`config.mk`:
```
export PLATFORM = sky130hd
export DESIGN_NAME = tmds_video_core_flat
export DESIGN_NICKNAME = d
export VERILOG_FILES = /design/src/rtl/tmds_video_core_if.sv /design/src/rtl/tmds_video_core.sv /design/src/flat_wrapper.sv
export SDC_FILE = /design/constraint.sdc
export NUM_CORES = 1
export LEC_CHECK = 0
export BUFFER_PORTS_ARGS = -buffer_cell sky130_fd_sc_hd__clkbuf_2
export CAP_MARGIN = 20
export CORE_MARGIN = 2
export CORE_UTILIZATION = 45
export CTS_CLUSTER_SIZE = 16
export DETAILED_ROUTE_END_ITERATION = 7
export GPL_ROUTABILITY_DRIVEN = 0
export PLACE_DENSITY_LB_ADDON = 0.15
export SLEW_MARGIN = 20
export SYNTH_ARGS = -nofsm -noshare
export SYNTH_HDL_FRONTEND = slang
export SYNTH_SLANG_ARGS = --single-unit
```
`constraint.sdc`:
```
create_clock -name clk -period 3.83 [get_ports clk]
set_input_delay 0.1915 -clock clk [delete_from_list [all_inputs] [get_ports clk]]
set_output_delay 0.1915 -clock clk [all_outputs]
set_load 0.02 [all_outputs]
```
`src/rtl/tmds_video_core_if.sv`:
```
// Pixel input and timing/TMDS output bundle of tmds_video_core.
// The master side is the core: it consumes pixels and drives timing and symbols.
interface tmds_video_core_if #(
    parameter int unsigned POS_WIDTH = 11
);
    logic [7:0]           red;
    logic [7:0]           green;
    logic [7:0]           blue;
    logic [POS_WIDTH-1:0] hpos;
    logic [POS_WIDTH-1:0] vpos;
    logic                 in_hblank;
    logic                 in_vblank;
    logic                 frame_start;
    logic [15:0]          frame_count;
    logic [9:0]           tmds_0;
    logic [9:0]           tmds_1;
    logic [9:0]           tmds_2;

    modport master (
        input  red, green, blue,
        output hpos, vpos, in_hblank, in_vblank, frame_start, frame_count,
        output tmds_0, tmds_1, tmds_2
    );

    modport slave (
        output red, green, blue,
        input  hpos, vpos, in_hblank, in_vblank, frame_start, frame_count,
        input  tmds_0, tmds_1, tmds_2
    );
endinterface

```
`src/rtl/tmds_video_core.sv`:
```
// Raster timing generator feeding a three-channel DVI TMDS encoder.
// Each symbol trails the hpos/vpos it was sampled at by exactly two clocks.
module tmds_video_core #(
    parameter int unsigned H_IMAGE   = 720,
    parameter int unsigned H_FRONT   = 16,
    parameter int unsigned H_SYNC    = 62,
    parameter int unsigned H_BACK    = 60,
    parameter int unsigned V_IMAGE   = 480,
    parameter int unsigned V_FRONT   = 9,
    parameter int unsigned V_SYNC    = 6,
    parameter int unsigned V_BACK    = 30,
    parameter bit          H_INVERT  = 1'b1,
    parameter bit          V_INVERT  = 1'b1,
    parameter int unsigned POS_WIDTH = 11
) (
    input logic               clk,
    input logic               reset,
    tmds_video_core_if.master vid
);
    localparam int unsigned WIDTH    = H_IMAGE + H_FRONT + H_SYNC + H_BACK;
    localparam int unsigned HEIGHT   = V_IMAGE + V_FRONT + V_SYNC + V_BACK;
    localparam int unsigned HS_START = H_IMAGE + H_FRONT;
    localparam int unsigned HS_END   = HS_START + H_SYNC;
    localparam int unsigned VS_START = V_IMAGE + V_FRONT;
    localparam int unsigned VS_END   = VS_START + V_SYNC;

    logic [POS_WIDTH-1:0] hpos_q, vpos_q;
    logic [15:0]          frame_count_q;
    logic                 h_last, v_last;
    logic                 hblank_c, vblank_c, hsync_act, vsync_act, de_c;
    logic [1:0]           ctrl_c;
    logic                 de1_q;
    logic [1:0]           ctrl1_q;
    logic [7:0]           pix [3];

    function automatic logic [8:0] tm_encode(input logic [7:0] d);
        logic [8:0] q;
        logic [3:0] n1;
        logic       use_xnor;
        n1       = 4'($countones(d));
        use_xnor = (n1 > 4'd4) || ((n1 == 4'd4) && !d[0]);
        q        = '0;
        q[0]     = d[0];
        for (int i = 1; i < 8; i++) begin
            q[i] = use_xnor ? ~(q[i-1] ^ d[i]) : (q[i-1] ^ d[i]);
        end
        q[8] = ~use_xnor;
        return q;
    endfunction

    function automatic logic [9:0] ctrl_symbol(input logic [1:0] c);
        case (c)
            2'b00:   return 10'b1101010100;
            2'b01:   return 10'b0010101011;
            2'b10:   return 10'b0101010100;
            default: return 10'b1010101011;
        endcase
    endfunction

    // Raster position and frame counter
    assign h_last = (hpos_q == POS_WIDTH'(WIDTH - 1));
    assign v_last = (vpos_q == POS_WIDTH'(HEIGHT - 1));

    always_ff @(posedge clk or posedge reset) begin
        if (reset) begin
            hpos_q        <= '0;
            vpos_q        <= '0;
            frame_count_q <= '0;
        end else if (h_last) begin
            hpos_q <= '0;
            if (v_last) begin
                vpos_q        <= '0;
                frame_count_q <= frame_count_q + 16'd1;
            end else begin
                vpos_q <= vpos_q + POS_WIDTH'(1);
            end
        end else begin
            hpos_q <= hpos_q + POS_WIDTH'(1);
        end
    end

    assign hblank_c  = (hpos_q >= POS_WIDTH'(H_IMAGE));
    assign vblank_c  = (vpos_q >= POS_WIDTH'(V_IMAGE));
    assign hsync_act = (hpos_q >= POS_WIDTH'(HS_START)) && (hpos_q < POS_WIDTH'(HS_END));
    assign vsync_act = (vpos_q >= POS_WIDTH'(VS_START)) && (vpos_q < POS_WIDTH'(VS_END));
    assign de_c      = !(hblank_c || vblank_c);
    assign ctrl_c    = {vsync_act ^ V_INVERT, hsync_act ^ H_INVERT};

    assign vid.hpos        = hpos_q;
    assign vid.vpos        = vpos_q;
    assign vid.in_hblank   = hblank_c;
    assign vid.in_vblank   = vblank_c;
    assign vid.frame_start = (hpos_q == '0) && (vpos_q == '0);
    assign vid.frame_count = frame_count_q;

    assign pix[0] = vid.blue;
    assign pix[1] = vid.green;
    assign pix[2] = vid.red;

    always_ff @(posedge clk or posedge reset) begin
        if (reset) begin
            de1_q   <= 1'b0;
            ctrl1_q <= '0;
        end else begin
            de1_q   <= de_c;
            ctrl1_q <= ctrl_c;
        end
    end

    // Per channel: stage 1 transition-minimises, stage 2 DC-balances
    for (genvar c = 0; c < 3; c++) begin : g_ch
        logic [8:0]        q_m_q;
        logic [9:0]        tmds_q, sym_c;
        logic signed [4:0] cnt_q, cnt_c, bal_c;
        logic [3:0]        n1_c;
        logic [1:0]        ctl_c;
        logic              q8;

        assign ctl_c = (c == 0) ? ctrl1_q : 2'b00;
        assign q8    = q_m_q[8];
        assign n1_c  = 4'($countones(q_m_q[7:0]));
        // N1 - N0 over q_m[7:0]; modulo-32 arithmetic is exact for the -8..8 range
        assign bal_c = $signed({n1_c, 1'b0}) - 5'sd8;

        always_comb begin
            sym_c = ctrl_symbol(ctl_c);
            cnt_c = '0;
            if (de1_q) begin
                if ((cnt_q == 5'sd0) || (bal_c == 5'sd0)) begin
                    sym_c = {~q8, q8, q8 ? q_m_q[7:0] : ~q_m_q[7:0]};
                    cnt_c = q8 ? (cnt_q + bal_c) : (cnt_q - bal_c);
                end else if (((cnt_q > 5'sd0) && (bal_c > 5'sd0)) ||
                             ((cnt_q < 5'sd0) && (bal_c < 5'sd0))) begin
                    sym_c = {1'b1, q8, ~q_m_q[7:0]};
                    cnt_c = cnt_q + (q8 ? 5'sd2 : 5'sd0) - bal_c;
                end else begin
                    sym_c = {1'b0, q8, q_m_q[7:0]};
                    cnt_c = cnt_q - (q8 ? 5'sd0 : 5'sd2) + bal_c;
                end
            end
        end

        always_ff @(posedge clk or posedge reset) begin
            if (reset) begin
                q_m_q  <= '0;
                tmds_q <= '0;
                cnt_q  <= '0;
            end else begin
                q_m_q  <= tm_encode(pix[c]);
                tmds_q <= sym_c;
                cnt_q  <= cnt_c;
            end
        end
    end

    assign vid.tmds_0 = g_ch[0].tmds_q;
    assign vid.tmds_1 = g_ch[1].tmds_q;
    assign vid.tmds_2 = g_ch[2].tmds_q;
endmodule

```
`src/flat_wrapper.sv`:
```
// flat-port wrapper written by rule: the top's interface ports become plain ports
module tmds_video_core_flat 
#(
    parameter int unsigned H_IMAGE   = 720,
    parameter int unsigned H_FRONT   = 16,
    parameter int unsigned H_SYNC    = 62,
    parameter int unsigned H_BACK    = 60,
    parameter int unsigned V_IMAGE   = 480,
    parameter int unsigned V_FRONT   = 9,
    parameter int unsigned V_SYNC    = 6,
    parameter int unsigned V_BACK    = 30,
    parameter bit          H_INVERT  = 1'b1,
    parameter bit          V_INVERT  = 1'b1,
    parameter int unsigned POS_WIDTH = 11
)
  (clk, reset, vid_red, vid_green, vid_blue, vid_hpos, vid_vpos, vid_in_hblank, vid_in_vblank, vid_frame_start, vid_frame_count, vid_tmds_0, vid_tmds_1, vid_tmds_2);
  tmds_video_core_if #(.POS_WIDTH(POS_WIDTH)) vid_i ();
  input logic clk;
  input logic reset;
  input wire logic [$bits(vid_i.red)-1:0] vid_red;
  input wire logic [$bits(vid_i.green)-1:0] vid_green;
  input wire logic [$bits(vid_i.blue)-1:0] vid_blue;
  output wire logic [$bits(vid_i.hpos)-1:0] vid_hpos;
  output wire logic [$bits(vid_i.vpos)-1:0] vid_vpos;
  output wire logic [$bits(vid_i.in_hblank)-1:0] vid_in_hblank;
  output wire logic [$bits(vid_i.in_vblank)-1:0] vid_in_vblank;
  output wire logic [$bits(vid_i.frame_start)-1:0] vid_frame_start;
  output wire logic [$bits(vid_i.frame_count)-1:0] vid_frame_count;
  output wire logic [$bits(vid_i.tmds_0)-1:0] vid_tmds_0;
  output wire logic [$bits(vid_i.tmds_1)-1:0] vid_tmds_1;
  output wire logic [$bits(vid_i.tmds_2)-1:0] vid_tmds_2;
  assign vid_i.red = vid_red;
  assign vid_i.green = vid_green;
  assign vid_i.blue = vid_blue;
  assign vid_hpos = vid_i.hpos;
  assign vid_vpos = vid_i.vpos;
  assign vid_in_hblank = vid_i.in_hblank;
  assign vid_in_vblank = vid_i.in_vblank;
  assign vid_frame_start = vid_i.frame_start;
  assign vid_frame_count = vid_i.frame_count;
  assign vid_tmds_0 = vid_i.tmds_0;
  assign vid_tmds_1 = vid_i.tmds_1;
  assign vid_tmds_2 = vid_i.tmds_2;
  tmds_video_core #(.H_IMAGE(H_IMAGE), .H_FRONT(H_FRONT), .H_SYNC(H_SYNC), .H_BACK(H_BACK), .V_IMAGE(V_IMAGE), .V_FRONT(V_FRONT), .V_SYNC(V_SYNC), .V_BACK(V_BACK), .H_INVERT(H_INVERT), .V_INVERT(V_INVERT), .POS_WIDTH(POS_WIDTH)) u_core (.clk(clk), .reset(reset), .vid(vid_i));
endmodule
```
==> out/summary.txt, run 1 <==
Mapped cell area: 7630 µm²
Failing checks: hold timing
Initial Utilization: 46.0%
ANT nets after route: 0
Async SR Flop Fraction: 100%
Crit path DAT: 4.07 ns
Post-synth EDFFs: 0
Ports: 97
Critical Path Sink Type: register
Final hold vios: 31
Crit start category: register
Syn_nets: 875
Setup Skew: 0.0119 ns
N_diodes: 0
Yosys cell types: 51
Horiz. Die Dim: 134 µm
Sequential standard cell area: 2750 µm²
Area of the multi-input gates: 4800 µm²
Leading cell type in the layout, fill and taps excluded: dfrtp_1
Vias: 5367
Slew Limit Fails: 0
Pin count of the biggest net entering global routing: 86
First-pass GRT wire length: 26200 µm
Cells after DPL: 1050
Layout cells sized above 1: 27.0%
Worst-path clk slew: 0.08 ns
Chip Height: 134 µm
Fill cells: 1454
Worst Path Max Fanout: 3
Drt first pass iters: 4
RSZ-0062 raised after global routing: yes
XOR/XNOR Fraction of Synth Area: 14.1%
Post-Synth Simple-Gate Area: 10.5%
Row cnt: 47
Total number of yosys warnings: 0
Skew-Pair Late Insertion Delay: 0.37 ns
Maxcap violations: 0
Min Tclk post-route: 3.78 ns
Clk buf depth: 2
Drt drc: 0
Die ar.: 18000 µm²
Port bufs: 96
Slew headroom: 42.1%
Vias per cell: 4.94
Gate count of the mapped netlist: 721
Slew @ Worst Pin: 0.861 ns
Root Driver: clkbuf_16
Initial antenna violation count: 0
Ys flop type: dfrtp_1
Mux share of post-synthesis cell area: 1.66%
1st-iter DRT viols: 131
Final wirelength: 15700 µm
WHS: -0.0479 ns
CTS buffer count: 9
Critical Path RT: 4.12 ns
Sequential share of the synthesized area: 36.1%
Core Region: 16600 µm²
CTS tree: yes
Most frequent cells in the layout: dfrtp_1 (110), inv_1 (98), clkbuf_2 (96)
Outcome: finished with violations
Synth-to-layout area growth: 24.4%
Routed len/inst: 14.5 µm
# setup viols final: 0
Vias in the first global route: 5661
Gr usage total: 18.0%
Largest family of logic cells by synthesized area: adder cells
Type of the worst setup path: reg -> reg
Avg Inst Size Synth: 10.6 µm²
Period utilization: 98.8%
DP Wirelength: 11600 µm
HP Class: in -> async
Achievable frequency: 0.264 GHz
Synthesis-stage register bit count: 110
Nets: 1016
CTS Sinks: 110
Compound-cell area share of the yosys netlist: 6.52%
Remaining Overflow, GRT: 0
Htree depth: 3
Adder-cell area share of the yosys netlist: 24.8%
Non-Filler Instances: 1087
final timing paths:
kind                                                           to                                    from  slack, ns  cells after the start
min in group clk                u_core.g_ch[2].q_m_q[5]$_DFF_PP0_                              vid_red[5]       0.06                      2
hold reg to reg            u_core.vid.frame_count[15]$_DFFE_PP0P_  u_core.vid.frame_count[15]$_DFFE_PP0P_       0.48                      1
setup reg to reg                u_core.g_ch[2].cnt_q[4]$_DFF_PP0_       u_core.g_ch[2].q_m_q[3]$_DFF_PP0_       0.05                     15
setup / recovery                u_core.g_ch[2].cnt_q[4]$_DFF_PP0_       u_core.g_ch[2].q_m_q[3]$_DFF_PP0_       0.05                     15
max in group asynchronous          u_core.vid.tmds_1[3]$_DFF_PP0_                                   reset       3.02                      3
hold / removal              u_core.vid.frame_count[9]$_DFFE_PP0P_                                   reset      -0.05                      2
worst max-delay path: stages, from the launching register on:
cell,delay [ns]
dfrtp_1,0.40
ha_2,0.20
fa_1,0.55
inv_2,0.04
fa_1,0.47
inv_2,0.09
ha_4,0.13
inv_2,0.04
fa_1,0.55
inv_2,0.08
ha_4,0.30
buf_6,0.12
xnor2_2,0.10
xnor3_1,0.41
nor2_1,0.11
o2bb2ai_1,0.13
sequential cells by signal, indices dropped and copies added, names as in the netlist:
| name | cells |
|---|---|
| u_core.g_ch.q_m_q | 27 |
| u_core.vid.frame_count | 16 |
| u_core.g_ch.cnt_q | 12 |
| u_core.vid.hpos | 11 |
| u_core.vid.vpos | 11 |
| u_core.vid.tmds_0 | 10 |
| u_core.vid.tmds_1 | 10 |
| u_core.vid.tmds_2 | 10 |
| u_core.ctrl1_q | 2 |
| u_core.de1_q | 1 |
stage by stage:
step / setup slack [ns] / setup TNS [ns] / utilization [%] / hold slack [ns] / instance area [µm²]
after CTS: -0.0161 / -0.0511 / 54.4 / 0.0450 / 9020
after detailed placement: -0.0882 / -0.361 / 51.6 / 0.348 / 8550
after global placement: -0.00503 / -0.00503 / 51.6 / 0.337 / 8550
after global routing: -0.0896 / -0.769 / 57.3 / 0.0416 / 9500
final: 0.0463 / 0 / 57.3 / -0.0479 / 9500
after floorplan: 0.0182 / 0 / - / 0.223 / 7630
cell type report:
| cell class | count | area share, % |
|---|---|---|
| Inverter | 113 | 4.52 |
| Sequential cell | 110 | 29.0 |
| Tap cell | 220 | 2.90 |
| Clock inverter | 7 | 0.988 |
| Timing Repair Buffer | 145 | 9.74 |
| Multi-Input combinational cell | 483 | 50.5 |
| Clock buffer | 9 | 2.37 |
routing by layer:
metal	GRT usage (%)	part of all wire (%)	vias to the layer above
met1	22.8	44	2647
met3	3.14	3.0	14
met5	0	0	-
met2	31.5	52	93
li1	-	-	2613
met4	5.26	0.96	0
synth_stat cells, types with 5 or more instances:
cell      instances  area (µm²)
nand2_1          43         161
dfrtp_1         110        2750
xnor2_1          70         613
inv_1           113         424
o21ai_0           9        45.0
o211a_1           6        60.1
ha_1             89        1110
a31oi_1           7        43.8
and2_1           12        75.1
nand4b_1          5        43.8
nand3_1          19        95.1
a21oi_1          24         120
mux2_2            5        56.3
a21o_1            9        67.6
and3_1           12        75.1
buf_2             6        30.0
xor2_1           45         394
nor2_1           23        86.3
mux2i_1           7        70.1
fa_1             39         781
clkbuf_1          8        30.0
cells by family (layout without fill, tap and decap cells):
kind of cell | Yosys count | in the layout
muxes | 12 | 12
DFF | 110 | 110
buffers and inverters | 128 | 274
AOI/OAI and AO/OA | 76 | 76
xor gates and xnor gates | 118 | 118
adders and majority gates | 128 | 128
and+or+nand+nor | 149 | 149
repair_timing:
action | in CTS | in global routing
pin swaps | 2 | 40
resized for setup | 14 | 69
hold buffers | 3 | 0
endpoints found under the hold margin | 3 | 0
gates cloned | 2 | 1
setup endpoints to repair | 17 | 37
buffers inserted | 2 | 13
Power of run 1 is left out: the tool's default activity adds up to more than one toggle a clock period on the data nets, which glitch-free logic cannot reach.
==> run 2, diff against run 1 <==
CELL_PAD_IN_SITES_DETAIL_PLACEMENT = 0   (was unset)
CELL_PAD_IN_SITES_GLOBAL_PLACEMENT = 1   (was unset)
CORE_UTILIZATION = 42   (was 45)
==> out/summary.txt, run 2 (synthesized netlist as in run 1, its figures left out) <==
Core Region: 17900 µm² (was 16600 µm²)
Reg2Reg Setup Slack: 0.09 ns (was 0.05 ns)
Vias in the first global route: 5703 (was 5661)
Most frequent cells in the layout: dfrtp_1 (109), clkbuf_2 (96), inv_1 (94) (was dfrtp_1 (110), inv_1 (98), clkbuf_2 (96))
Cells after DPL: 1059 (was 1050)
Gr usage total: 17.4% (was 18.0%)
Post-DP Area: 8560 µm² (was 8550 µm²)
N_diodes: 0 (unchanged)
Vias per cell: 4.91 (was 4.94)
Register name with the most flops: u_core.g_ch.q_m_q (unchanged)
Setup Skew: 0.00796 ns (was 0.0119 ns)
Outcome: finished clean (was finished with violations)
Final wirelength: 16100 µm (was 15700 µm)
Slew Limit Fails: 0 (unchanged)
Nets: 1018 (was 1016)
HP Class: in -> reg (was in -> async)
First-pass GRT wire length: 27500 µm (was 26200 µm)
Clk buf depth: 2 (unchanged)
Critical Path Sink Type: register (unchanged)
R2r worst-path depth: 16 (was 15)
Drt drc: 0 (unchanged)
Largest stage delay, worst path: 0.55 ns (about the same)
Routed len/inst: 14.7 µm (was 14.5 µm)
Remaining Overflow, GRT: 0 (unchanged)
DP Wirelength: 12300 µm (was 11600 µm)
Vias: 5395 (was 5367)
Root Driver: clkbuf_16 (unchanged)
CP Cell Sequence: ha_2 > inv_2 > fa_1 > inv_2 > fa_1 > ha_4 > inv_2 > fa_1 > inv_2 > ha_4 > ha_4 > nand2b_4 > o22ai_4 > clkbuf_16 > xor2_1 > a21oi_1 (was ha_2 > fa_1 > inv_2 > fa_1 > inv_2 > ha_4 > inv_2 > fa_1 > inv_2 > ha_4 > buf_6 > xnor2_2 > xnor3_1 > nor2_1 > o2bb2ai_1)
CTS Sinks: 110 (unchanged)
Crit path DAT: 3.93 ns (was 4.07 ns)
Drt first pass iters: 4 (unchanged)
Port bufs: 96 (unchanged)
Synth-to-layout area growth: 24.6% (was 24.4%)
Row cnt: 49 (was 47)
Min Tclk post-route: 3.74 ns (was 3.78 ns)
Period utilization: 97.7% (was 98.8%)
1st-iter DRT viols: 145 (was 131)
WHS Path Cells: 2
Maxcap violations: 0 (unchanged)
Critical Path RT: 4.02 ns (was 4.12 ns)
Reg2reg end: u_core.vid.tmds_0[2]$_DFF_PP0_ (was u_core.g_ch[2].cnt_q[4]$_DFF_PP0_)
Hold path start: vid_blue[4]
Ports: 97 (unchanged)
# setup viols final: 0 (unchanged)
Leading cell type in the layout, fill and taps excluded: dfrtp_1 (unchanged)
Initial antenna violation count: 1 (was 0)
Crit start category: register (unchanged)
Crit-path slowest cell: fa_1 (unchanged)
R2r startpoint: u_core.g_ch[0].q_m_q[3]$_DFF_PP0_ (was u_core.g_ch[2].q_m_q[3]$_DFF_PP0_)
Initial Utilization: 42.6% (was 46.0%)
Worst Hold Path EP: u_core.g_ch[0].q_m_q[4]$_DFF_PP0_
Crit path top cell by count: inv_2 (unchanged)
Chip Height: 139 µm (was 134 µm)
Skew-Pair Late Insertion Delay: 0.35 ns (was 0.37 ns)
CTS tree: yes (unchanged)
Die ar.: 19300 µm² (was 18000 µm²)
Delay-heaviest family, CP: adder cells (unchanged)
Type of the worst setup path: reg -> reg (unchanged)
Slew headroom: 46.7% (was 42.1%)
Worst Path Max Fanout: 4 (was 3)
RSZ-0062 raised after global routing: yes (unchanged)
Slew @ Worst Pin: 0.793 ns (was 0.861 ns)
Pin count of the biggest net entering global routing: 77 (was 86)
CTS buffer count: 9 (unchanged)
Worst-path clk slew: 0.07 ns (was 0.08 ns)
Final hold vios: 0 (was 31)
Achievable frequency: 0.267 GHz (was 0.264 GHz)
Max reg flops: 27 (unchanged)
WP buf/inv: 5 (unchanged)
Final Cell Area: 9520 µm² (was 9500 µm²)
ANT nets after route: 0 (unchanged)
Horiz. Die Dim: 139 µm (was 134 µm)
Layout cells sized above 1: 27.5% (was 27.0%)
Non-Filler Instances: 1098 (was 1087)
Htree depth: 3 (unchanged)
## run 2: changes by cell type in the layout (fill, tap and decap cells not counted), sizes merged
cell,delta
buf,+1
dlygate4sd3,+1
bufinv,-1
bufbuf,-1
clkbuf,+2
## run 2: repair_timing
action / 4_1_cts / 5_1_grt
gates resized for setup: 23 / 71
gates cloned: 3 / 0
endpoints found under the setup margin: 30 / 38
pin swaps: 5 / 43
endpoints found under the hold margin: 2 / 22
hold buffers: 2 / 2
setup buffers: 7 / 8
## run 2: layout make-up
type / instances / area (µm²)
fill: 1611 / 8390
multi-input combinational: 483 / 4820
sequential: 110 / 2750
timing repair buffer: 147 / 950
inverter: 113 / 427
tap: 229 / 287
clock buffer: 10 / 229
clock inverter: 6 / 45.0
## run 2: worst reg2reg max path, stage by stage, from the launching register on
cell,delay (ns)
dfrtp_1,0.37
ha_2,0.18
inv_2,0.04
fa_1,0.55
inv_2,0.04
fa_1,0.52
ha_4,0.14
inv_2,0.03
fa_1,0.51
inv_2,0.06
ha_4,0.23
ha_4,0.15
nand2b_4,0.14
o22ai_4,0.19
clkbuf_16,0.19
xor2_1,0.16
a21oi_1,0.09
## run 2: layer usage
metal,up-vias,wire length [µm],GRT usage [%]
met3,22,647,4.32
met1,2642,7160,23.0
met5,-,13,0
li1,2627,-,-
met4,2,275,4.41
met2,102,8010,29.0
## run 2: worst max path at each step
stage	cells past startpoint	slack (ns)	endpoint	from
floorplan	15	0.02	u_core.g_ch[2].cnt_q[2]$_DFF_PP0_	u_core.g_ch[2].q_m_q[6]$_DFF_PP0_
global placement	16	-0.04	u_core.vid.tmds_2[2]$_DFF_PP0_	u_core.g_ch[2].q_m_q[6]$_DFF_PP0_
detailed placement	16	-0.1	u_core.vid.tmds_2[2]$_DFF_PP0_	u_core.g_ch[2].q_m_q[6]$_DFF_PP0_
CTS	16	-0.002	u_core.vid.tmds_2[2]$_DFF_PP0_	u_core.g_ch[2].q_m_q[6]$_DFF_PP0_
global route	17	-0.09	u_core.g_ch[2].cnt_q[4]$_DFF_PP0_	u_core.g_ch[2].q_m_q[2]$_DFF_PP0_
finish	16	0.09	u_core.vid.tmds_0[2]$_DFF_PP0_	u_core.g_ch[0].q_m_q[3]$_DFF_PP0_
## run 2: per-stage QoR
| step | worst slack, ns | utilization, % | TNS, ns | hold slack, ns |
|---|---|---|---|---|
| 6_report | 0.0875 | 53.2 | 0 | 0.0708 |
| 5_1_grt | -0.0887 | 53.2 | -0.490 | 0.0693 |
| 4_1_cts | -0.00191 | 50.4 | -0.00191 | 0.00188 |
| 3_5_place_dp | -0.0964 | 47.8 | -1.20 | 0.338 |
| 3_3_place_gp | -0.0410 | 47.8 | -0.227 | 0.337 |
| 2_1_floorplan | 0.0182 | - | 0 | 0.223 |
Power of run 2 is left out for the same reason.
==> run 3, diff against run 2 <==
CORE_UTILIZATION = 43   (was 42)
CTS_BUF_LIST = sky130_fd_sc_hd__clkbuf_4 sky130_fd_sc_hd__clkbuf_8   (was unset)
==> out/summary.txt, run 3 (synthesized netlist as in run 1, its figures left out) <==
Outcome: finished with violations (was finished clean)
Failing checks: hold timing
Worst Path Max Fanout: 5 (was 4)
ANT nets after route: 0 (unchanged)
Period utilization: 99.7% (was 97.7%)
CTS tree: yes (unchanged)
Min Tclk post-route: 3.82 ns (was 3.74 ns)
Final Util: 53.6% (was 53.2%)
Horiz. Die Dim: 137 µm (was 139 µm)
Nets: 1013 (was 1018)
Achievable frequency: 0.262 GHz (was 0.267 GHz)
Row cnt: 48 (was 49)
Delay-heaviest family, CP: adder cells (unchanged)
Core Region: 17400 µm² (was 17900 µm²)
Reg2reg end: u_core.vid.tmds_1[2]$_DFF_PP0_ (was u_core.vid.tmds_0[2]$_DFF_PP0_)
Most frequent cells in the layout: dfrtp_1 (110), clkbuf_2 (96), inv_1 (94) (was dfrtp_1 (109), clkbuf_2 (96), inv_1 (94))
Slew headroom: 37.6% (was 46.7%)
CP Cell Sequence: ha_2 > inv_2 > fa_1 > inv_1 > fa_1 > ha_2 > inv_2 > fa_1 > inv_2 > ha_4 > ha_4 > a21o_1 > o22ai_2 > buf_6 > xor2_1 > nand2_1 (was ha_2 > inv_2 > fa_1 > inv_2 > fa_1 > ha_4 > inv_2 > fa_1 > inv_2 > ha_4 > ha_4 > nand2b_4 > o22ai_4 > clkbuf_16 > xor2_1 > a21oi_1)
Htree depth: 3 (unchanged)
Final Cell Area: 9300 µm² (was 9520 µm²)
Crit path DAT: 4.07 ns (was 3.93 ns)
Busiest grt layer: met2 (unchanged)
Slew @ Worst Pin: 0.936 ns (was 0.793 ns)
Drt drc: 0 (unchanged)
Largest stage delay, worst path: 0.54 ns (was 0.55 ns)
GR Layer Usage met2: 29.2% (was 29.0%)
Drt first pass iters: 5 (was 4)
Die ar.: 18800 µm² (was 19300 µm²)
# setup viols final: 0 (unchanged)
Max reg flops: 27 (unchanged)
Crit path from: u_core.g_ch[1].q_m_q[3]$_DFF_PP0_ (was u_core.g_ch[0].q_m_q[3]$_DFF_PP0_)
Vias: 5324 (was 5395)
Skew-Pair Late Insertion Delay: 0.39 ns (was 0.35 ns)
Remaining Overflow, GRT: 0 (unchanged)
Worst-path clk slew: 0.11 ns (was 0.07 ns)
Final wirelength: 15600 µm (was 16100 µm)
CTS Sinks: 110 (unchanged)
Chip Height: 137 µm (was 139 µm)
Layout cells sized above 1: 27.1% (was 27.5%)
Vias per cell: 4.89 (was 4.91)
N_diodes: 0 (unchanged)
Synth-to-layout area growth: 21.8% (was 24.6%)
Gr usage total: 17.3% (was 17.4%)
Critical Path Sink Type: register (unchanged)
Type of the worst setup path: reg -> reg (unchanged)
Initial Utilization: 44.0% (was 42.6%)
WHS: -0.0355 ns (was 0.0708 ns)
Clk buf depth: 2 (unchanged)
Reg2Reg Setup Slack: 0.01 ns (was 0.09 ns)
CTS buffer count: 9 (unchanged)
Maxcap violations: 0 (unchanged)
Post-DP Area: 8540 µm² (was 8560 µm²)
Pin count of the biggest net entering global routing: 75 (was 77)
First-pass GRT wire length: 25800 µm (was 27500 µm)
Slew Limit Fails: 0 (unchanged)
Crit start category: register (unchanged)
GR Util met3: 3.86% (was 4.32%)
R2r worst-path depth: 16 (unchanged)
Register name with the most flops: u_core.g_ch.q_m_q (unchanged)
WP buf/inv: 5 (unchanged)
Port bufs: 96 (unchanged)
Crit-path slowest cell: fa_1 (unchanged)
Leading cell type in the layout, fill and taps excluded: dfrtp_1 (unchanged)
RSZ-0062 raised after global routing: yes (unchanged)
DP Wirelength: 11800 µm (was 12300 µm)
Routed len/inst: 14.3 µm (was 14.7 µm)
Critical Path RT: 4.09 ns (was 4.02 ns)
Vias in the first global route: 5439 (was 5703)
HP Class: in -> async (was in -> reg)
R2r startpoint: u_core.g_ch[1].q_m_q[3]$_DFF_PP0_ (was u_core.g_ch[0].q_m_q[3]$_DFF_PP0_)
1st-iter DRT viols: 212 (was 145)
Ports: 97 (unchanged)
Setup TNS: 0 ns (unchanged)
Final hold vios: 21 (was 0)
Root Driver: clkbuf_8 (was clkbuf_16)
M1 GR Usage: 22.7% (was 23.0%)
Initial antenna violation count: 1 (unchanged)
Setup Skew: 0.0153 ns (was 0.00796 ns)
run 3: cell count changes in the layout (fill, tap and decap cells not counted), sizes merged:
cell | before | now
dlygate4sd3 | 4 | 3
inv | 115 | 114
clkinv | 4 | 3
buf | 46 | 42
bufinv | 0 | 1
clkbuf | 107 | 108
run 3: worst max path at each step:
stage | endpoint | slack, ns | depth (start not counted)
3_3_place_gp | u_core.g_ch[2].cnt_q[4]$_DFF_PP0_ | -0.002 | 17
4_1_cts | u_core.g_ch[0].cnt_q[4]$_DFF_PP0_ | 0.001 | 17
5_1_grt | u_core.vid.tmds_1[6]$_DFF_PP0_ | -0.12 | 16
3_5_place_dp | u_core.vid.tmds_2[2]$_DFF_PP0_ | -0.08 | 16
2_1_floorplan | u_core.g_ch[2].cnt_q[2]$_DFF_PP0_ | 0.02 | 15
6_report | u_core.vid.tmds_1[2]$_DFF_PP0_ | 0.01 | 16
run 3: timing repair:
action / CTS / global route
hold buffers: 3 / 0
hold endpoints to repair: 3 / 0
buffers inserted: 4 / 10
cloned: 2 / 1
gates resized for setup: 17 / 70
setup endpoints to repair: 31 / 38
pin swaps: 6 / 46
run 3: routing by layer:
metal	vias up	part of all wire, %
met4	2	1.1
li1	2601	-
met3	15	3.8
met5	-	0.10
met2	97	51
met1	2609	44
run 3: area by class of cell:
class	count	area (µm²)
timing repair buffer	142	886
clock inverter	5	65.1
sequential	110	2750
fill	1576	8060
tap	225	282
multi-input combinational	483	4740
clock buffer	11	151
inverter	113	427
run 3: metrics by stage:
step	instances	setup slack, ns
floorplan	721	0.0182
global placement	1053	-0.00182
detailed placement	1053	-0.0840
CTS	1078	0.00126
global route	1089	-0.117
finish	1089	0.0128
Power of run 3 is left out for the same reason.
